File: config.mk
export PLATFORM = sky130hd
export DESIGN_NAME = if_stage
export DESIGN_NICKNAME = d
export VERILOG_FILES = /design/src/rtl/if_stage.sv
export SDC_FILE = /design/constraint.sdc
export NUM_CORES = 1
export LEC_CHECK = 0
export BUFFER_PORTS_ARGS = -buffer_cell sky130_fd_sc_hd__buf_2
export CAP_MARGIN = 20
export CORE_UTILIZATION = 36
export CTS_CLUSTER_DIAMETER = 80
export CTS_CLUSTER_SIZE = 40
export DETAILED_ROUTE_END_ITERATION = 7
export GPL_TIMING_DRIVEN = 1
export SETUP_SLACK_MARGIN = 0.5
export SLEW_MARGIN = 20
export SYNTH_ARGS = -nofsm -noshare
export SYNTH_HDL_FRONTEND = slang
export SYNTH_SLANG_ARGS = --single-unit
export TNS_END_PERCENT = 100
File: constraint.sdc
create_clock -name clk -period 17.22 [get_ports clk]
set_input_delay 3.444 -clock clk [delete_from_list [all_inputs] [get_ports clk]]
set_output_delay 3.444 -clock clk [all_outputs]
set_load 0.03 [all_outputs]
File: src/rtl/if_stage.sv
// Instruction-fetch stage: owns the PC, drives a request/ready instruction-memory
// port and holds the IF/ID register, with hazard freeze and branch flush handling.
module if_stage #(
  parameter logic [31:0] RESET_PC = 32'h0000_0000
) (
  input  logic        clk,
  input  logic        rst,
  input  logic        freeze,
  input  logic        br_select,
  input  logic [31:0] br_pc,
  output logic        imem_req,
  output logic [31:0] imem_addr,
  input  logic        imem_ready,
  input  logic [31:0] imem_rdata,
  output logic [31:0] pc_out,
  output logic [31:0] instruction,
  output logic        valid,
  output logic        flush_out
);

  typedef enum logic [1:0] {FETCH, HOLD, DISCARD} state_t;

  state_t      state;
  logic [31:0] pc;
  logic [31:0] redirect;
  logic [31:0] buf_instr;
  logic [31:0] buf_pc;
  logic [31:0] pc_inc;
  logic [31:0] br_target;

  assign pc_inc    = pc + 32'd4;
  assign br_target = br_pc & 32'hFFFF_FFFC;
  assign imem_req  = (state != HOLD);
  assign imem_addr = pc;
  assign flush_out = br_select;

  always_ff @(posedge clk or posedge rst) begin
    if (rst) begin
      state       <= FETCH;
      pc          <= RESET_PC;
      redirect    <= '0;
      buf_instr   <= '0;
      buf_pc      <= '0;
      pc_out      <= '0;
      instruction <= '0;
      valid       <= 1'b0;
    end else begin
      // A taken branch always bubbles IF/ID, independent of state and freeze.
      if (br_select) begin
        valid       <= 1'b0;
        instruction <= '0;
      end
      unique case (state)
        FETCH: begin
          if (br_select) begin
            if (imem_ready) begin
              pc <= br_target;
            end else begin
              redirect <= br_target;
              state    <= DISCARD;
            end
          end else if (imem_ready) begin
            pc <= pc_inc;
            if (freeze) begin
              buf_instr <= imem_rdata;
              buf_pc    <= pc_inc;
              state     <= HOLD;
            end else begin
              instruction <= imem_rdata;
              pc_out      <= pc_inc;
              valid       <= 1'b1;
            end
          end else if (!freeze) begin
            valid <= 1'b0;
          end
        end
        HOLD: begin
          if (br_select) begin
            pc    <= br_target;
            state <= FETCH;
          end else if (!freeze) begin
            instruction <= buf_instr;
            pc_out      <= buf_pc;
            valid       <= 1'b1;
            state       <= FETCH;
          end
        end
        DISCARD: begin
          // The stale request must still complete; the newest target wins.
          if (imem_ready) begin
            pc    <= br_select ? br_target : redirect;
            state <= FETCH;
          end else if (br_select) begin
            redirect <= br_target;
          end
        end
        default: state <= FETCH;
      endcase
    end
  end

endmodule

==> results of run 1 <==
==> flip-flops by register name, summed over array words and instances (netlist names) <==
signal	flops
state	2
pc_out	32
valid	1
imem_addr	32
redirect	32
instruction	32
buf_instr	32
buf_pc	32
==> worst max-delay path: stages <==
cell                    delay (ns)
sky130_fd_sc_hd__buf_2        0.07
sky130_fd_sc_hd__buf_4        0.52
sky130_fd_sc_hd__buf_2        0.32
==> cells in the final DEF (no fill, tap or decap), types with 4 or more instances in the layout <==
cell                          n
sky130_fd_sc_hd__xor2_1      10
sky130_fd_sc_hd__mux2i_1     12
sky130_fd_sc_hd__nor2_1      27
sky130_fd_sc_hd__mux2_2      78
sky130_fd_sc_hd__inv_8        7
sky130_fd_sc_hd__a31oi_1     10
sky130_fd_sc_hd__and4_1       4
sky130_fd_sc_hd__o31a_1       6
sky130_fd_sc_hd__a211oi_1     6
sky130_fd_sc_hd__dfrtp_1    195
sky130_fd_sc_hd__a21oi_1     34
sky130_fd_sc_hd__buf_4       14
sky130_fd_sc_hd__clkbuf_16   17
sky130_fd_sc_hd__and3_1      18
sky130_fd_sc_hd__a22o_1       6
sky130_fd_sc_hd__or3_1        4
sky130_fd_sc_hd__o22a_1       9
sky130_fd_sc_hd__a2bb2oi_1   14
sky130_fd_sc_hd__a221oi_1    13
sky130_fd_sc_hd__nand4_1      4
sky130_fd_sc_hd__o21a_1      10
sky130_fd_sc_hd__buf_2      165
sky130_fd_sc_hd__o21ai_1      4
sky130_fd_sc_hd__nor3_1      23
sky130_fd_sc_hd__o21ai_0     87
sky130_fd_sc_hd__nand2_1     76
sky130_fd_sc_hd__nand3_1     28
sky130_fd_sc_hd__and2_1       9
sky130_fd_sc_hd__o31ai_1     10
sky130_fd_sc_hd__ha_1         4
sky130_fd_sc_hd__xnor2_1     16
sky130_fd_sc_hd__inv_1       41
sky130_fd_sc_hd__a222oi_1    32
==> power breakdown <==
part | switching, uW | internal [uW] | leakage [uW]
Sequential | 144 | 651 | 0.00244
Combinational | 569 | 349 | 0.00259
Clock | 201 | 202 | 0.000285
==> worst min path at each step <==
stage / slack [ns] / depth (start not counted) / from / end
after global placement: 0.45 / 2 / buf_pc[17]$_DFFE_PP0P_ / buf_pc[17]$_DFFE_PP0P_
after floorplan: 0.44 / 2 / buf_pc[16]$_DFFE_PP0P_ / buf_pc[16]$_DFFE_PP0P_
after detailed placement: 0.46 / 2 / buf_pc[27]$_DFFE_PP0P_ / buf_pc[27]$_DFFE_PP0P_
after global routing: 0.50 / 2 / buf_instr[30]$_DFFE_PP0P_ / instruction[30]$_DFF_PP0_
final: 0.48 / 2 / pc_out[5]$_DFFE_PP0P_ / pc_out[5]$_DFFE_PP0P_
after CTS: 0.48 / 2 / buf_pc[27]$_DFFE_PP0P_ / buf_pc[27]$_DFFE_PP0P_
==> per-layer routing <==
metal,GRT usage,wire (um),vias up
met2,0.299,11700,232
met3,0.0568,1850,20
met1,0.263,11600,3707
met5,0,13,-
met4,0.0480,363,2
li1,-,-,3605
==> layout make-up <==
class                   count  area [sq um]  area share
inverters                  43           169      0.0151
repair buffers            180           942      0.0842
well taps                 335           419      0.0375
flip-flops and latches    195          4880       0.436
clock buffers              19           453      0.0405
clock inverters            13           134      0.0120
diodes                      3          7.51    0.000671
multi-input cells         594          4180       0.374
==> through the flow <==
step	setup WS [ns]	power, uW
global route	9.36	2260
CTS	9.41	2140
global placement	9.42	1700
detailed placement	9.42	1730
finish	9.42	2120
floorplan	8.46	1450
==> logic make-up (layout without fill, tap and decap cells) <==
group / Yosys count / in the layout / synth area share
AOI/OAI and AO/OA: 261 / 261 / 0.189
and+or+nand+nor: 212 / 212 / 0.113
DFF: 195 / 195 / 0.514
buffers and inverters: 114 / 255 / 0.0478
muxes: 90 / 90 / 0.105
xor gates and xnor gates: 26 / 26 / 0.0240
adders and majority gates: 5 / 5 / 0.00660
other: 0 / 3 / 0
==> impl_summary.md, run 1 <==
GRT
Global routing finished with a remaining overflow of 0. For this run, the total global-route usage over all layers was measured as 0.193. The pin count of the biggest net entering global routing is 116. The number of antenna violations at the first check in global routing is 4.

The number of global-route vias before repair is 7,142. The first global-routing pass estimated 40,400 um of wire.

Logic synthesis
Yosys mapped a number of flops with a built-in enable equal to 0. In the post-synthesis netlist, the biggest area contributors are sky130_fd_sc_hd__dfrtp_1 (51%), sky130_fd_sc_hd__mux2_2 (9.3%), sky130_fd_sc_hd__o21ai_0 (4.6%). Counting every net in the synthesized netlist gives 977. The number of synthesized register bits is 195. The number of distinct library cells after synthesis is 56. The leading area contributor after synthesis is sky130_fd_sc_hd__dfrtp_1. For this run, asynchronously set or reset flops after synthesis account for 1.00. The number of warnings issued by yosys is 0. In the synthesized netlist, the number of instances is 903. The most used flip-flop cell after synthesis is sky130_fd_sc_hd__dfrtp_1. The mapped cell area is 9490 sq um. The share of synthesized area in the top cell type comes to 0.514.

The average instance area after synthesis is 10.5 sq um. Among all cell types in the netlist, the one instantiated most often is sky130_fd_sc_hd__dfrtp_1. The sequential-to-total area share from yosys stat is 0.514. The commonest cells after synthesis are sky130_fd_sc_hd__dfrtp_1 (195), sky130_fd_sc_hd__o21ai_0 (87), sky130_fd_sc_hd__mux2_2 (78).

Pwr
In this run the static leakage power is 0.00532 uW. In this run the power density over the cells is 189 nW/um^2. The maximum vdd ir drop is 75.1 uV.

Timing
The worst-margin pin slew is 1.02 ns. The maximum clock rate is 128 MHz. Headroom to the max-slew limit came out at 0.321. Setup violations remaining at the end of the flow were counted as 0.

The setup TNS after final layout is 0 ns. The final-layout worst hold slack is 0.475 ns. After layout, the minimum clock period comes to 7.80 ns.

The final worst clock skew is 0.00998 ns. The period utilization is 0.453. The final-report max-slew violation count is 0. Setup repair after global routing left no endpoint under its margin. The final count of hold timing violations is 0.

Place
The number of placed cells counting well taps is 1,347. The routability-driven placement congestion ratio is 0.872. Once placement finished, the instance area stood at 10,600 sq um. The number of buffers inserted by port buffering is 165.

After legalization and detailed placement, the total HPWL measured 17,200 um.

CTS
Counting along the longest clock path gives a buffer depth of 2. Clock tree synthesis found a total of 195 sinks. The root buffer cell is sky130_fd_sc_hd__clkbuf_16. The CTS buffer count is 17. Once the clock tree was built, the setup fixing pass inserted 0 buffers. The total number of H-tree levels is 4.

The total of hold buffers inserted after clock tree synthesis is 0. The clock latency reported for the late side of the worst-skew pair is 0.44 ns. After clock tree synthesis, the clock-pin slew on the worst setup and hold paths is 0.08 ns. TritonCTS built the clock tree.

The number of instances resized during post-cts repair is 0.

Critical path
Of all nets on the critical path, the largest fanout is 61. The end point of the critical path is flush_out. The data arrival time of the critical path is 4.35 ns. The endpoint required time on the critical path is 13.78 ns.

The cell depth of the worst flop-to-flop path is 9. The path type of the worst setup path is in -> out. The worst setup path is launched from a primary input. The critical path starts at br_select. Setup slack on the worst reg-to-reg path comes out at 14.20 ns. In this run the critical register-to-register path is captured at pc_out[26]$_DFFE_PP0P_.

The launching point of the worst reg2reg path is state[1]$_DFFE_PP0P_. The worst setup path is captured at a primary output.

Floorplanning
The die is 164 um wide. The area of the core is 26,000 sq um. The die outline area is 27,000 sq um. The floorplan has 59 rows.

In this run the vertical extent of the chip is 164 um. The number of I/O pins is 168. For this configuration, the core starts out at a cell density of 0.365.

Cells and area
The finished layout holds 1,382 standard cells, fillers aside. The net count of the finished layout is 1,105. Measured on the finished design, the core utilization comes to 0.431. In the final layout, the share of cells above drive strength 1 is 0.291. The area growth from synthesis to layout is 17.9%. After routing the design area is 11,200 sq um. The number of filler cells placed in the layout is 2,569.

Detailed routing
The via total after detailed routing is 7,566. The number of routed nets with antenna violations is 0. The post-detailed-route DRC marker count is 0. The first routing iteration left 658 violations. Wires add up to 25,500 um.

Dividing the detail-routed wire length by the instance count gives 18.5 um. The via density per instance is 5.47. The first TritonRoute pass finished after 7 iterations.

Worst hold path
The worst hold-check path type is reg -> reg.

Outcome
The run finished with clean final reports.

Run
The max-cap check violation count is 0.
Note: power is estimated with default switching activity, not from simulation.
==> run 2: changes to the inputs <==
--- a/config.mk
+++ b/config.mk
@@ -5,6 +5,7 @@
 export SDC_FILE = /design/constraint.sdc
 export NUM_CORES = 1
 export LEC_CHECK = 0
+export ABC_AREA = 1
 export BUFFER_PORTS_ARGS = -buffer_cell sky130_fd_sc_hd__buf_2
 export CAP_MARGIN = 20
 export CORE_UTILIZATION = 36
==> constraint.sdc (replaced) <==
create_clock -name clk -period 6.6 [get_ports clk]
set_input_delay 1.32 -clock clk [delete_from_list [all_inputs] [get_ports clk]]
set_output_delay 1.32 -clock clk [all_outputs]
set_load 0.03 [all_outputs]
==> run 2 against run 1 <==
- global-route usage up 1.8 points
- sequential share of layout area down 2.2 points
- synthesized cell count up 48%
- clock skew up 0.0061 ns
- non-clock buffer count down 1
- combinational power rose to 2.9 times the previous value
- sequential cell count unchanged
- first-iteration DRC count down 7.9%
- critical endpoint is now pc_out[3]$_DFFE_PP0P_
- routed wire length up 16%
- largest power group unchanged
- final cell count up 33%
==> impl_summary.md, run 2 <==
Outcome
The run finished with clean final reports.

Cells and area
The most common cell after layout, fill and taps aside is sky130_fd_sc_hd__nand2_1. The number of filler cells placed in the layout is 2,858. The net count reported at finish is 1,522. The library cells used most frequently in the layout, excluding fill and tap cells, are sky130_fd_sc_hd__nand2_1 (450), sky130_fd_sc_hd__dfrtp_1 (195), sky130_fd_sc_hd__buf_2 (165), sky130_fd_sc_hd__a21oi_1 (137), sky130_fd_sc_hd__o21ai_0 (95).

Of the cells placed in the final design, the portion with a size suffix greater than 1 is 0.165. The final cell utilization of the core is 0.424. The finished layout cell area is 11,800 sq um. The area growth from synthesis to layout is 15.9%.

CTS
The cell sitting at the root of the clock tree is a sky130_fd_sc_hd__clkbuf_16. The clock tree synthesis step divided the H-tree into 4 levels. The CTS buffer count is 17.

The post-CTS repair timing setup buffer count is 0. The clock transition time at the flip-flop clock pins of the worst setup and hold paths is 0.09 ns. The tree built by TritonCTS fans out to 195 sinks. The total of hold buffers inserted after clock tree synthesis is 0.

The TritonCTS clock tree is yes. In this run the deepest clock path goes through 2 buffers. Post-CTS repair changed the size of 0 cells. The clock reaches the later pin of the worst-skew pair after 0.44 ns.

GRT
The number of antenna violations at the first check in global routing came to 3. Entering global routing, the biggest net connects 108 pins. The aggregate global routing overflow is 0. The overall fraction of global-route tracks in use is 0.211. The number of global-route vias before repair is 8,773. The first-pass GRT wire length is 47,800 um.

Logic synthesis
sky130_fd_sc_hd__nand2_1 is the most common cell in the netlist. By area the synthesized netlist is led by sky130_fd_sc_hd__dfrtp_1 (48%), sky130_fd_sc_hd__nand2_1 (17%), sky130_fd_sc_hd__a21oi_1 (6.7%). The number of distinct library cells after synthesis is 31. A synthesized cell averages 7.63 sq um.

The number of instances in the synthesized netlist is 1,332. In the synthesized netlist, the cells that appear most often are sky130_fd_sc_hd__nand2_1 (450), sky130_fd_sc_hd__dfrtp_1 (195), sky130_fd_sc_hd__a21oi_1 (137). The leading area contributor after synthesis is sky130_fd_sc_hd__dfrtp_1.

The async set-reset flop share out of synthesis is 1.00. Of the synthesized area, sequential elements account for 0.480. The total nets after synthesis is 1,406. The most frequently used flop master after synthesis is sky130_fd_sc_hd__dfrtp_1. The number of warnings issued by yosys is 0. Of the post-synthesis cell area, the dominant cell type holds 0.480. Synthesis inferred 195 register bits. The synthesized netlist occupies a cell area of 10,200 sq um. The number of enable flip-flop cells after synthesis is 0.

Timing
The final worst clock skew is 0.0161 ns. The number of endpoints failing setup at the final stage is 0. Setup repair after global routing left no endpoint under its margin. The final-layout worst hold slack is 0.475 ns. The worst path in the final design needs a cycle of 3.66 ns, including I/O delays and setup.

The final-report max-slew violation count came to 0. Measured against its own limit, the worst slew margin works out to 0.312. The worst path meets setup with 2.94 ns of slack. The final count of hold timing violations is 0. The worst-margin pin slew is 1.03 ns. The period utilization is 0.555. Static timing analysis puts the maximum clock frequency at 273 MHz. Adding up every negative setup slack in the final design gives 0 ns.

Critical path
The largest individual stage delay along the critical path comes from the cell sky130_fd_sc_hd__nand2_2. The endpoint identified for the worst register-to-register timing path is buf_pc[7]$_DFFE_PP0P_. In this run the worst path has a maximum fanout of 54. The largest single stage delay on the critical path is 0.69 ns. The most repeated library cell on the critical path is sky130_fd_sc_hd__nor2_1.

In this run the critical register-to-register path is launched from state[0]$_DFFE_PP0P_. STA classifies the critical path endpoint as a flip-flop. The slack of the worst reg-to-reg path is 3.57 ns. The path type of the worst setup path is in -> reg. STA classifies the critical path startpoint as a primary input. The cell depth of the worst flop-to-flop path is 9. The endpoint required time on the critical path is 6.90 ns. The critical path goes through buf_2 -> buf_4 -> nor2_1 -> nand2_2 -> inv_2 -> nor2_1 -> a31oi_1. The data arrival time of the critical path is 3.96 ns.

Floorplanning
The floorplan step defined a core boundary enclosing 27,800 sq um. The effective utilization at floorplan is 0.366. In this run the horizontal extent of the chip is 170 um. The vertical extent of the die is 170 um. The number of cell rows is 61. The die outline area is 28,900 sq um. During I/O placement, the number of pins put on the boundary was 168.

Place
In this run the tool buffered the top-level ports with 165 buffer cells. The post-detailed-placement cell area is 11,200 sq um. Routability-driven placement finished with a final weighted congestion of 0.918.

The worst setup slack after placement is 2.49 ns. Summed over all nets, the half-perimeter wirelength after detailed placement is 19,400 um.

Detailed routing
The count of routing violations after the opening detailed-route iteration is 606. After detailed routing, the total wire length is 29,600 um. The detail route stage leaves a number of antenna-violating nets equal to 0. After detailed routing, the average wire length per cell comes to 16.1 um.

Dividing the detail-routed via count by the number of cells gives 5.02. In the routed design, unresolved DRC markers number 0. Detailed routing inserted a total of 9,246 vias. The number of search-and-repair iterations in the first detailed-routing pass is 5.

Run
Max-cap violations in this run came to 0.

Worst hold path
For hold timing, the worst endpoint is buf_pc[1]$_DFFE_PP0P_. In this run the most critical hold path is launched from buf_pc[1]$_DFFE_PP0P_. Counting instances, the worst hold path has a depth of 2.

The worst hold-check path type is reg -> reg.

Pwr
IR analysis of the VDD net gives a maximum drop of 249 uV. The analysis attributes to cell leakage a power of 0.00572 uW. The ratio of total power to cell area is 487 nW/um^2.
## run 2: cell count changes after synthesis, moves of 32 or more
cell,previous run,this run
sky130_fd_sc_hd__nand2_1,76,450
sky130_fd_sc_hd__nor2_1,29,83
sky130_fd_sc_hd__a21oi_1,34,137
sky130_fd_sc_hd__inv_1,42,92
sky130_fd_sc_hd__a222oi_1,32,0
sky130_fd_sc_hd__mux2_2,78,0
## run 2: through the flow
step / std cells / power [uW]
after floorplan: 1332 / 3900
after global placement: 1807 / 4620
after detailed placement: 1807 / 4670
after CTS: 1839 / 5790
after global routing: 1841 / 6190
final: 1841 / 5740
## run 2: final cells by class
class	instances	area, sq um	share of cell area
clock buffers	17	425	0.0361
diodes	2	5.00	0.000425
repair buffers	179	943	0.0800
well taps	378	473	0.0401
flip-flops and latches	195	4880	0.414
multi-input cells	957	4490	0.381
inverters	98	372	0.0315
clock inverters	15	204	0.0173
## run 2: power breakdown
part | internal (uW) | switching (uW)
registers | 1690 | 335
clock network | 525 | 568
logic | 773 | 1850
total | 2990 | 2750
## run 2: worst max path at each step
stage                     startpoint                       end  slack, ns  depth (start not counted)
after floorplan                  rst  buf_instr[0]$_DFFE_PP0P_       2.76                          1
after global placement     br_select     pc_out[9]$_DFFE_PP0P_       2.45                          6
after detailed placement   br_select     pc_out[6]$_DFFE_PP0P_       2.49                          6
after CTS                  br_select     pc_out[3]$_DFFE_PP0P_       2.94                          7
after global routing       br_select     pc_out[3]$_DFFE_PP0P_       2.66                          7
final                      br_select     pc_out[3]$_DFFE_PP0P_       2.94                          7
## run 2: routing by layer
metal,wire length (um),vias up,part of all wire,GRT usage
met3,1930,35,0.065,0.0540
met1,13100,4404,0.44,0.270
met2,14000,241,0.47,0.350
met4,521,2,0.018,0.0654
li1,-,4564,-,-
met5,10,-,0.00034,0
## run 2: logic make-up (layout without fill, tap and decap cells)
family,count (synthesis),count (layout),share of synthesized area
adder cells (fa/ha/maj),5,5,0.00615
other,0,2,0
XOR/XNOR,15,15,0.0129
AND/OR/NAND/NOR,609,609,0.243
flip-flops,195,195,0.480
AO/OA/AOI/OAI,328,328,0.178
buffers and inverters,180,309,0.0799
## run 2: worst max-delay path, delay by kind of cell
kind	cells	cell delay, ns
and+or+nand+nor	3	1.08
buffers and inverters	3	1.45
AOI/OAI and AO/OA	1	0.06
==> run 3: changes to the inputs <==
==> constraint.sdc (replaced) <==
create_clock -name clk -period 3.25 [get_ports clk]
set_input_delay 0.65 -clock clk [delete_from_list [all_inputs] [get_ports clk]]
set_output_delay 0.65 -clock clk [all_outputs]
set_load 0.03 [all_outputs]
==> run 3 against run 2 <==
- sequential share of layout area is 0.44 points lower
- clock skew is 0.0011 ns higher
- global-route usage is 0.14 points lower
- critical endpoint is now imem_addr[8]$_DFFE_PP0P_
- final area is 1.1% higher
- final cell count is 0.49% higher
- sequential cell count stayed put
- clock power is 110% higher
- critical path type is now reg -> reg
- clock-buffer cell count stayed put
- register-to-register slack worse by 2.7 ns
- largest power group unchanged
- via count is 0.57% higher
- critical path depth is 3 higher
- sequential power is 100% higher
==> impl_summary.md, run 3 (same netlist as run 2, synthesis figures left out) <==
Critical path
The signal on the critical path passes through inv_1 -> ha_1 -> buf_4 -> clkinvlp_4 -> buf_4 -> a21oi_1 -> a21oi_1 -> a21oi_1 -> o21ai_1 -> nand2_1. The element type at the critical path start is a flip-flop. At the worst endpoint, the required time is 3.64 ns. The path type of the worst setup path is reg -> reg. The slack of the worst reg-to-reg path is 0.84 ns. On the worst path, the slowest cell contributes a delay of 0.44 ns. Along the worst path, the maximum fanout reaches 24. The number of buffer and inverter instances along the worst setup path is 4. The most repeated library cell on the critical path is sky130_fd_sc_hd__a21oi_1.

On the critical path, the stage with the largest delay is an instance of sky130_fd_sc_hd__dfrtp_1. STA classifies the critical path endpoint as a flip-flop. The critical path's top delay family is buffers and inverters.

At the worst endpoint, the arrival time is 2.80 ns.

Timing
The final-layout worst hold slack is 0.341 ns. Setup repair after global routing left no endpoint under its margin. The clock arrives with 0.0172 ns of skew. Setup violations remaining at the end of the flow were counted as 0. After layout, the minimum clock period comes to 2.41 ns.

The post-layout worst setup margin is 0.840 ns. The final-report max-slew violation count is 0. The final count of hold timing violations is 0. The worst-margin pin slew is 0.920 ns.

In the finished design, the share of the clock period the worst path needs comes to 0.742. Headroom to the max-slew limit came out at 0.386. Adding up every negative setup slack in the final design gives 0 ns. For this run, the top clock speed supported by timing is 415 MHz.

Detailed routing
In the routed layout, each cell is associated on average with a via count of 5.03. The first routing iteration left 649 violations. Wires add up to 29,600 um.

The per-cell routed wire length is 16.0 um. The detail route stage leaves a number of antenna-violating nets equal to 0. In the routed design, unresolved DRC markers number 0. The via total after detailed routing is 9,299. The number of search-and-repair iterations in the first detailed-routing pass is 5.

Place
The worst setup slack after placement is 0.795 ns. Summed over all nets, the half-perimeter wirelength after detailed placement is 20,000 um. The congestion estimate from routability-driven global placement came to 0.879. During placement, the flow inserted port buffers numbering 165. The post-detailed-placement cell area is 11,200 sq um.

Floorplanning
In this run the core area contains 61 standard-cell rows. The floorplan step defined a die boundary enclosing 28,900 sq um. The width of the die is 170 um. The vertical extent of the die is 170 um.

Pin placement for this block handled 168 I/O pins. The area of the core is 27,800 sq um. The effective utilization at floorplan is 0.366.

CTS
In this run the deepest clock path goes through 2 buffers. TritonCTS built the clock tree. The clock transition time at the flip-flop clock pins of the worst setup and hold paths is 0.09 ns. The CTS buffer count is 17. The total number of H-tree levels is 4. The clock latency reported for the late side of the worst-skew pair is 0.45 ns. The clock net in this run drives a total of 195 sinks. The root buffer cell is sky130_fd_sc_hd__clkbuf_16.

GRT
The first-pass GRT wire length is 47,300 um. Entering global routing, the biggest net connects 105 pins. Summed over all layers, the global routing overflow is 0. The number of global-route vias before repair came to 8,804. The number of antenna violations at the first check in global routing is 1. The overall fraction of global-route tracks in use is 0.210.

Cells and area
The share of layout cells above drive strength 1 is 0.172. Compared with the post-synthesis result, the final layout area differs by 17.2%. Leaving out fill and tap cells, the most frequent cells in the layout are sky130_fd_sc_hd__nand2_1 (450), sky130_fd_sc_hd__dfrtp_1 (195), sky130_fd_sc_hd__buf_2 (165), sky130_fd_sc_hd__a21oi_1 (137), sky130_fd_sc_hd__o21ai_0 (95).

The finished layout cell area is 11,900 sq um. Leaving out fill and tap cells, the most frequent cell in the layout is sky130_fd_sc_hd__nand2_1. The repair_antennas step left the layout with diodes totalling 0. The net count of the finished layout is 1,533.

Pwr
The power share of the sequential group is 0.349. The worst-case IR drop observed on VDD is 434 uV. Dividing total power by cell area gives a power density of 994 nW/um^2. The internal cell power is 6190 uW.

The clock share of power is 0.191. The analysis attributes to net switching a power of 5650 uW. In this run the static leakage power is 0.00579 uW. Of the total power, combinational logic draws 0.461.

Of the total power, the share spent switching nets is 0.477.

Outcome
The flow ran to the end, and the final reports show no timing, DRC or antenna violations.

Run
Max-cap violations in this run came to 0.

Worst hold path
The worst hold-check path type is in -> async.
## run 3: cell count changes in the layout (fill, tap and decap cells not counted), sizes merged
cell / before / now
clkinv: 9 / 7
buf: 179 / 190
inv: 103 / 104
clkinvlp: 1 / 2
diode: 2 / 0
## run 3: layout make-up
| type | count | area, sq um |
|---|---|---|
| Sequential cell | 195 | 4880 |
| Fill cell | 2864 | 15900 |
| Timing Repair Buffer | 190 | 1060 |
| Clock buffer | 17 | 425 |
| Tap cell | 378 | 473 |
| Inverter | 98 | 375 |
| Multi-Input combinational cell | 957 | 4490 |
| Clock inverter | 15 | 211 |
## run 3: worst paths after layout
kind | depth (start not counted) | end | start
hold reg to reg | 2 | pc_out[23]$_DFFE_PP0P_ | pc_out[23]$_DFFE_PP0P_
setup reg to reg | 10 | imem_addr[8]$_DFFE_PP0P_ | state[0]$_DFFE_PP0P_
setup / recovery | 10 | imem_addr[8]$_DFFE_PP0P_ | state[0]$_DFFE_PP0P_
hold / removal | 3 | instruction[1]$_DFF_PP0_ | rst
max in group asynchronous | 3 | imem_addr[23]$_DFFE_PP0P_ | rst
min in group clk | 3 | buf_instr[22]$_DFFE_PP0P_ | imem_rdata[22]
## run 3: per-stage QoR
stage                     instances  utilization  total power, uW
after floorplan                1332            -             7930
after global placement         1814        0.405             9490
after detailed placement       1814        0.405             9600
after CTS                      1846        0.428            11900
after global routing           1850        0.429            12700
final                          1850        0.429            11800
## run 3: timing repair
action | CTS | global route
setup buffers | 0 | 4
setup endpoints to repair | 0 | 1
hold endpoints to repair | 0 | 0
hold buffers | 0 | 0
gates resized for setup | 0 | 1
## run 3: power groups by stage
stage	registers (uW)	clock network, uW	logic [uW]
2_1_floorplan	4880	0	3050
3_3_place_gp	4130	0	5360
3_5_place_dp	4170	0	5430
4_1_cts	4120	2310	5470
5_1_grt	4250	2400	6080
6_report	4130	2260	5450
## run 3: worst reg2reg max path, stage by stage, from the launching register on
cell	delay, ns
sky130_fd_sc_hd__dfrtp_1	0.44
sky130_fd_sc_hd__inv_1	0.12
sky130_fd_sc_hd__ha_1	0.31
sky130_fd_sc_hd__buf_4	0.38
sky130_fd_sc_hd__clkinvlp_4	0.29
sky130_fd_sc_hd__buf_4	0.25
sky130_fd_sc_hd__a21oi_1	0.18
sky130_fd_sc_hd__a21oi_1	0.06
sky130_fd_sc_hd__a21oi_1	0.16
sky130_fd_sc_hd__o21ai_1	0.08
sky130_fd_sc_hd__nand2_1	0.06
## run 3: metal layers
metal | vias up | global-route usage | routed length [um]
met5 | - | 0 | 10
met3 | 41 | 0.0572 | 2140
li1 | 4586 | - | -
met2 | 250 | 0.345 | 13900
met1 | 4420 | 0.266 | 12900
met4 | 2 | 0.0701 | 678
